**config.mk**
```make
export PLATFORM = sky130hd
export DESIGN_NAME = if_prefetch_unit
export DESIGN_NICKNAME = d
export VERILOG_FILES = /design/src/rtl/if_prefetch_unit_pkg.sv /design/src/rtl/if_prefetch_unit_fifo.sv /design/src/rtl/if_prefetch_unit.sv
export SDC_FILE = /design/constraint.sdc
export NUM_CORES = 1
export LEC_CHECK = 0
export ABC_AREA = 1
export BUFFER_PORTS_ARGS = -buffer_cell sky130_fd_sc_hd__buf_2
export CAP_MARGIN = 5
export CORE_ASPECT_RATIO = 0.8
export CORE_MARGIN = 3
export CORE_UTILIZATION = 59
export DETAILED_ROUTE_END_ITERATION = 12
export PLACE_DENSITY = 0.87
export SKIP_LAST_GASP = 1
export SLEW_MARGIN = 20
export SYNTH_ARGS = -nofsm -noshare
export SYNTH_HDL_FRONTEND = slang
export SYNTH_SLANG_ARGS = --single-unit
export TNS_END_PERCENT = 50
```
**constraint.sdc**
```tcl
create_clock -name clk -period 5.1 [get_ports clk]
set_clock_uncertainty 0.2 [all_clocks]
set_input_delay 0.51 -clock clk [delete_from_list [all_inputs] [get_ports clk]]
set_output_delay 0.51 -clock clk [all_outputs]
set_load 0.02 [all_outputs]
```
**src/rtl/if_prefetch_unit_pkg.sv**
```systemverilog
// Shared constants and PC helper for the instruction-fetch prefetch unit.
package if_prefetch_unit_pkg;

    localparam int INSTR_W    = 32;
    localparam int WORD_BYTES = 4;
    localparam logic [INSTR_W-1:0] NOP_INSTR = 32'h0;

    // Sequential word address; wraps modulo 2^32.
    function automatic logic [31:0] next_word(input logic [31:0] pc);
        return pc + 32'(WORD_BYTES);
    endfunction

endpackage

```
**src/rtl/if_prefetch_unit_fifo.sv**
```systemverilog
// Prefetch FIFO holding {instruction, PC} pairs; head is read straight from storage.
module prefetch_fifo
    import if_prefetch_unit_pkg::*;
#(
    parameter int DEPTH = 4
) (
    input  logic                     clk,
    input  logic                     rst,
    input  logic                     flush,
    input  logic                     push,
    input  logic [INSTR_W-1:0]       push_instr,
    input  logic [31:0]              push_pc,
    input  logic                     pop,
    output logic [$clog2(DEPTH):0]   count,
    output logic [INSTR_W-1:0]       head_instr,
    output logic [31:0]              head_pc
);

    localparam int AW = $clog2(DEPTH);
    localparam logic [AW:0] FULL_CNT = (AW+1)'(DEPTH);

    logic [AW-1:0]      wr_ptr;
    logic [AW-1:0]      rd_ptr;
    logic [INSTR_W-1:0] instr_mem [DEPTH];
    logic [31:0]        pc_mem    [DEPTH];
    logic               do_push;
    logic               do_pop;

    assign do_pop  = pop && (count != '0) && !flush;
    assign do_push = push && !flush && ((count < FULL_CNT) || do_pop);

    assign head_instr = instr_mem[rd_ptr];
    assign head_pc    = pc_mem[rd_ptr];

    always_ff @(posedge clk) begin
        if (do_push) begin
            instr_mem[wr_ptr] <= push_instr;
            pc_mem[wr_ptr]    <= push_pc;
        end
    end

    // Pointers are exactly log2(DEPTH) bits so they wrap without compare logic.
    always_ff @(posedge clk or negedge rst) begin
        if (!rst) begin
            wr_ptr <= '0;
            rd_ptr <= '0;
            count  <= '0;
        end else if (flush) begin
            wr_ptr <= '0;
            rd_ptr <= '0;
            count  <= '0;
        end else begin
            if (do_push) wr_ptr <= wr_ptr + AW'(1);
            if (do_pop)  rd_ptr <= rd_ptr + AW'(1);
            count <= count + (AW+1)'(do_push) - (AW+1)'(do_pop);
        end
    end

endmodule

```
**src/rtl/if_prefetch_unit.sv**
```systemverilog
// Fetch front end: one outstanding imem request, prefetch FIFO, stall and redirect handling.
module if_prefetch_unit
    import if_prefetch_unit_pkg::*;
#(
    parameter int          DEPTH    = 4,
    parameter logic [31:0] RESET_PC = 32'h0000_0000
) (
    input  logic               clk,
    input  logic               rst,
    output logic               imem_req,
    output logic [31:0]        imem_addr,
    input  logic               imem_ack,
    input  logic [INSTR_W-1:0] imem_rdata,
    input  logic               stall,
    input  logic               redirect,
    input  logic [31:0]        redirect_pc,
    output logic               if_valid,
    output logic [INSTR_W-1:0] if_instr,
    output logic [31:0]        if_pc_plus4
);

    localparam int CW = $clog2(DEPTH) + 1;
    localparam logic [CW-1:0] FULL_CNT = CW'(DEPTH);

    logic [31:0]        fetch_pc;
    logic [31:0]        resume_pc;
    logic [31:0]        head_pc;
    logic [INSTR_W-1:0] head_instr;
    logic [CW-1:0]      count;
    logic [CW-1:0]      count_next;
    logic               drop;
    logic               ack_hit;
    logic               push;
    logic               pop;
    logic               issue_ok;

    assign ack_hit    = imem_req && imem_ack;
    assign push       = ack_hit && !drop && !redirect;
    assign if_valid   = (count != '0);
    assign pop        = if_valid && !stall && !redirect;
    assign count_next = count + CW'(push) - CW'(pop);
    // Issuing against the post-edge count guarantees room when the single in-flight word lands.
    assign issue_ok   = (count_next < FULL_CNT);
    assign resume_pc  = drop ? fetch_pc : next_word(imem_addr);

    assign if_instr    = if_valid ? head_instr : NOP_INSTR;
    assign if_pc_plus4 = if_valid ? next_word(head_pc) : 32'h0;

    prefetch_fifo #(
        .DEPTH (DEPTH)
    ) u_fifo (
        .clk        (clk),
        .rst        (rst),
        .flush      (redirect),
        .push       (push),
        .push_instr (imem_rdata),
        .push_pc    (imem_addr),
        .pop        (pop),
        .count      (count),
        .head_instr (head_instr),
        .head_pc    (head_pc)
    );

    always_ff @(posedge clk or negedge rst) begin
        if (!rst) begin
            fetch_pc  <= RESET_PC;
            imem_req  <= 1'b0;
            imem_addr <= RESET_PC;
            drop      <= 1'b0;
        end else if (redirect) begin
            fetch_pc <= {redirect_pc[31:2], 2'b00};
            // An unacked request must stay on the bus; its data is discarded on arrival.
            if (imem_req && !imem_ack) begin
                drop <= 1'b1;
            end else begin
                imem_req <= 1'b0;
                drop     <= 1'b0;
            end
        end else if (ack_hit) begin
            drop     <= 1'b0;
            fetch_pc <= resume_pc;
            imem_req <= issue_ok;
            if (issue_ok) imem_addr <= resume_pc;
        end else if (!imem_req && issue_ok) begin
            imem_req  <= 1'b1;
            imem_addr <= fetch_pc;
        end
    end

endmodule

```
# After elaboration in Yosys (flattened, before gate mapping)
# Memory sizes are Yosys's and may differ from the RTL's.
# Index checks and enable logic that the tools add are counted.
# W data, S select, Z words.
# totals
mem_count,2
register_bits,73
latchBits,0
mem_bits_rw,256
wordCells,69
input_bits,69
romBits,0
# mem_list
name,words,word_bits,rd,rd_clocked_by_memory_dff,write_ports,line_no,source
u_fifo.instr_mem,4,32,1,0,1,if_prefetch_unit_fifo.sv:24,logic [INSTR_W-1:0] instr_mem [DEPTH];
u_fifo.pc_mem,4,32,1,0,1,if_prefetch_unit_fifo.sv:25,logic [31:0] pc_mem [DEPTH];
# op_classes
n_reduce_logical,25
n_shift,0
magnitude_cmp,2
n_mux,22
n_div,0
bitwise,1
eq_ne,2
n_addsub,8
multipliers,0
# op_table
cell,n
$mux W32,8
$add A32 B3 Y32 const B,2
$logic_and A1 B1 Y1,11
$mux W1,9
$mux W2,4
$reduce_bool A2 Y1,4
$add A3 B1 Y3,2
$lt A3 B3 Y1 const B,2
$reduce_bool A3 Y1,2
$sub A3 B1 Y3,2
$logic_not A1 Y1,5
$add A2 B1 Y2 const B,2
$mux W3,1
$reduce_and A3 Y1,1
$ne A2 B1 Y1 const B,1
$ne A2 B2 Y1 const B,1
$reduce_and A2 Y1,1
$logic_or A1 B1 Y1,1
$not A1 Y1,1

# Depth between registers and ports, before layout
# depth
word_depth,10
mapped_depth,18
depth_no_buf,17

# By module
# From an unflattened synthesis, not the netlist that was laid out.
# hier_totals
hier_cells,1585
hier_area_um2,15324.7
# modules_own_cells
mod,area_per_inst_um2,n_inst,seq_area_each_um2,cells_per_inst
prefetch_fifo,9952.0,1,7862.5,680
if_prefetch_unit,5372.7,1,1651.6,905

# Least setup slack after synthesis
# OpenSTA, ideal clock, no wires.
# synth_timing
path_kind,input-to-reg
from,input redirect
to,memory u_fifo.instr_mem[0][0] (enable)
path_stages,4
setup_time_ns,0.486
slack_ns,0.810
arrival_ns,3.604
n_path_buf,1
path_cell_list,clkbuf_1 nor2_1 nand2_1 nor2_1
# synth_between
elab_chain_len,8
# synth_lines
element,line_no,source
"start, declared",if_prefetch_unit.sv:15,"input logic redirect,"
$logic_not A1 Y1 (*),-,
$logic_and A1 B1 Y1,if_prefetch_unit.sv:40,assign pop = if_valid && !stall && !redirect;
$logic_and A1 B1 Y1 (2 in a row),if_prefetch_unit_fifo.sv:29,assign do_pop = pop && (count != '0) && !flush;
$logic_or A1 B1 Y1,if_prefetch_unit_fifo.sv:30,assign do_push = push && !flush && ((count < FULL_CNT) || do_pop);
$logic_and A1 B1 Y1 (*),if_prefetch_unit_fifo.sv:30,
$mux W1 (*),if_prefetch_unit_fifo.sv:36,if (do_push) begin
$mux W1 (not written as such) (*),if_prefetch_unit_fifo.sv:37,instr_mem[wr_ptr] <= push_instr;
"end, declared",if_prefetch_unit_fifo.sv:24,
# Mark *: on every way between the ends. The rest lies on a longest branch, timed or not.

# Worst setup path in the final report
# layout_timing
from,register u_fifo.rd_ptr[0]
to,output if_pc_plus4[20]
# layout_between
elab_chain_len,3
# layout_lines
element,line_no,source
"start, declared",if_prefetch_unit_fifo.sv:23,logic [AW-1:0] rd_ptr;
"start signal, assigned",if_prefetch_unit_fifo.sv:54,if (do_pop) rd_ptr <= rd_ptr + AW'(1);
$mem_v2 Z4 W32,-,
$add A32 B3 Y32,if_prefetch_unit_pkg.sv:10,return pc + 32'(WORD_BYTES);
$mux W32,if_prefetch_unit.sv:47,assign if_pc_plus4 = if_valid ? next_word(head_pc) : 32'h0;
"end, declared",if_prefetch_unit.sv:19,output logic [31:0] if_pc_plus4
# Every way passes these cells.

==> results_dict.tcl <==
set metrics [dict create \
    outcome "finished clean" \
    insertion_delay_ps 510 \
    yosys.area_share.simple_pct 24.63 \
    vdd_drop_max_mv 0.3676 \
    synth-compound-area-share_pct 6.307 \
    cpMostUsedCell "nand2_1" \
    power_density_nw_per_um2 528.1 \
    wirelength_um 37160 \
    fin_nets 1898 \
    required_ps 4390 \
    synth_edf_count 256 \
    busiest_layer "met2" \
    dp_hpwl_um 23240 \
    slew_headroom_pct 30.65 \
    synth_xor_area_share_pct 0.9126 \
    die-area_um2 28010 \
    worst_path_max_delay_cell "buf_4" \
    post-route-period-util_pct 79.56 \
    max_cap_viol_count 0 \
    cts-root-buf "clkbuf_16" \
    wl_per_cell_um 16.92 \
    syn_inst 1658 \
    drc 0 \
    finalSetupTns_ps 0 \
    critPathLaunchType "register" \
    ant_nets 0 \
    synthToLayoutAreaGrowth_pct 14.84 \
    gp_congestion 0.8972 \
    sw_frac_of_total_pct 41.00 \
    power_frac_seq_pct 39.7 \
    rows 52 \
    final_hold_viol_count 0 \
    p_sw_mw 3.818 \
    synth_top_area_cell "edfxtp_1" \
    period_needed_ps 4058 \
    path_cells "buf_4, nand2_1, nand2_1, nand2_1, nand2_1, ha_1, nand3_2, nor2_4, nand2_1, nor2_1, nor2_1, nor2_1, buf_2" \
    first_iter_violations 1317 \
    critPathTopFamily "simple AND/OR/NAND/NOR gates" \
    async_flop_share_pct 22.19 \
    netlist_area_um2 15360 \
    yosysWarnings 0 \
    synthesis.nets 1738 \
    finalSetupViolations 0 \
    htree_levels 2 \
    end_kind "output pin" \
    p_leak_nw 7.578 \
    io_buffers 164 \
    tritoncts "done" \
    clkSlewWorstSetupHoldPaths_ps 60 \
    grt_usage_pct 26.45 \
    use_met2_pct 42.55 \
    via_per_inst 5.515 \
    tightest_slew_ps 1038 \
    synthTopCellsByCount "542 x nand2_1, 257 x nor2_1, 256 x edfxtp_1" \
    fin_hold_ws_ps 8.974 \
    grt_max_degree 132 \
    dieWidth_um 186.4 \
    synth.mux.area_fraction_pct 0.3259 \
    synth_top_family_by_area "simple AND/OR/NAND/NOR gates" \
    combPwrFrac_pct 36.3 \
    rsz0062_at_grt "false" \
    die_h_um 150.3 \
    drive_gt1_share_pct 14.43 \
    num_vias 12110 \
    p_int_mw 5.494 \
    yosysMostFrequentCell "nand2_1" \
    start_util_pct 60.36 \
    gr-usage-met3_pct 4.283 \
    fmax_ghz 0.2464 \
    hp-class "input pin to register" \
    numCtsBuffers 34 \
    ys.flop_type "edfxtp_1" \
    crit_buf_inv 2 \
    grt_pass1_wl_um 59130 \
    synth_top_area_share_pct 50.06 \
    seq_area_frac_synth_pct 61.96 \
    cts_num_sinks 329 \
    worstSetupPathType "register to output pin" \
    crit_arrival_ps 3350 \
    synthAdderAreaFrac_pct 0.9452 \
    clock_path_buffers 3 \
    gr-usage-met1_pct 37.75 \
    crit_fanout 90 \
    maxSlewViolCount 0 \
    antenna_found_initial 2 \
    slowest_delay_ps 730 \
    first_pass_iters 6 \
    p_clk_share_pct 23.9 \
    synth_seq_cells 329 \
    io_pins 167 \
    netlist-cell-type-count 37 \
    first_global_vias 11430 \
    yosys-top-cells-area "edfxtp_1 50%, nand2_1 13%, dfrtp_1 12%" \
    globalRouteOverflowTotal 0 \
    avgSynthCellArea_um2 9.262 \
    cts_setup_buffers 0 \
    core-area_um2 25440 \
]
-- cell type report --
type / instances / area (um2)
repair buffers: 196 / 1174
clock buffers: 43 / 884.6
well taps: 351 / 439.2
clock inverters: 18 / 112.6
inverters: 99 / 376.6
multi-input cells: 1158 / 5124
diodes: 2 / 5.005
flip-flops and latches: 329 / 9519
fillers: 1796 / 7805
-- cell families (layout without fill, tap and decap cells) --
logic type	Yosys count	count (layout)
and+or+nand+nor	939	939
DFF	329	329
AOI/OAI and AO/OA	187	187
buffers and inverters	171	356
xor gates and xnor gates	16	16
adders and majority gates	11	11
muxes	5	5
other	0	2
-- worst register-to-register path, cell delays in order, from the launching register on --
cell,delay [ps]
dfrtp_1,430
nor2_1,60
inv_1,120
nor2_4,50
nor2_1,120
inv_1,90
nor2_1,100
ha_1,170
inv_1,50
ha_1,260
nand3b_1,90
nand2_1,80
nand2_1,50
nand3_1,110
nor2_2,40
buf_4,230
inv_1,780
o21ai_0,230
-- metrics by stage --
| stage | power [mW] | instance area (um2) | utilization [%] | setup slack (ps) | std cells |
|---|---|---|---|---|---|
| 6_report | 9.312 | 17630 | 69.32 | 1042 | 2196 |
| 5_1_grt | 9.845 | 17630 | 69.32 | 734.4 | 2196 |
| 4_1_cts | 9.288 | 17600 | 69.19 | 1050 | 2193 |
| 3_5_place_dp | 7.046 | 16430 | 64.60 | 1419 | 2115 |
| 3_3_place_gp | 6.934 | 16430 | 64.60 | 1558 | 2115 |
| 2_1_floorplan | 5.955 | 15360 | - | 810.1 | 1658 |
-- power by group through the flow --
stage                     Clock (mW)  Sequential, mW  Combinational (mW)
after floorplan                    0            3.71                2.25
after global placement             0            3.71                3.22
after detailed placement           0            3.73                3.31
after CTS                       2.25            3.68                3.35
after global routing            2.37            3.73                3.74
final                           2.23            3.70                3.38
-- state kept, by name, indices dropped and copies added (netlist names) --
| signal | count |
|---|---|
| u_fifo.rd_ptr | 2 |
| imem_req | 1 |
| u_fifo.count | 3 |
| fetch_pc | 32 |
| u_fifo.wr_ptr | 2 |
| u_fifo.pc_mem | 128 |
| u_fifo.instr_mem | 128 |
| drop | 1 |
| imem_addr | 32 |
-- final timing paths --
path                                  start  slack (ps)          endpoint  cells after the start
max in group asynchronous               rst        3230  u_fifo.rd_ptr[0]                      3
setup / recovery           u_fifo.rd_ptr[0]        1040   if_pc_plus4[20]                     13
min in group asynchronous               rst         440      fetch_pc[15]                      2
setup reg to reg            u_fifo.count[1]        1670     imem_addr[18]                     17
hold / removal              redirect_pc[22]           9      fetch_pc[22]                      3
hold reg to reg                        drop         320              drop                      2
-- metal layers --
layer  routed length [um]  vias up
li1                     -     5791
met1                15520     5637
met2                17200      617
met4                  788        0
met3                 3641       67
met5                    0        -
-- what timing repair did --
item | in CTS | in global routing
hold buffers | 17 | 0
setup endpoints to repair | 0 | 0
resized for setup | 0 | 0
endpoints found under the hold margin | 65 | 0
-- cells in the final DEF (no fill, tap or decap), types with 11 or more instances in the layout --
master,instances
xor2_1,13
dlygate4sd3_1,17
o21ai_0,120
dfrtp_1,71
buf_2,164
nand3_1,85
clkbuf_16,34
nor2_1,252
nand2_1,542
nor2_2,11
edfxtp_1,256
inv_1,96
a21oi_1,53
Note: power is estimated with default switching activity, not from simulation.
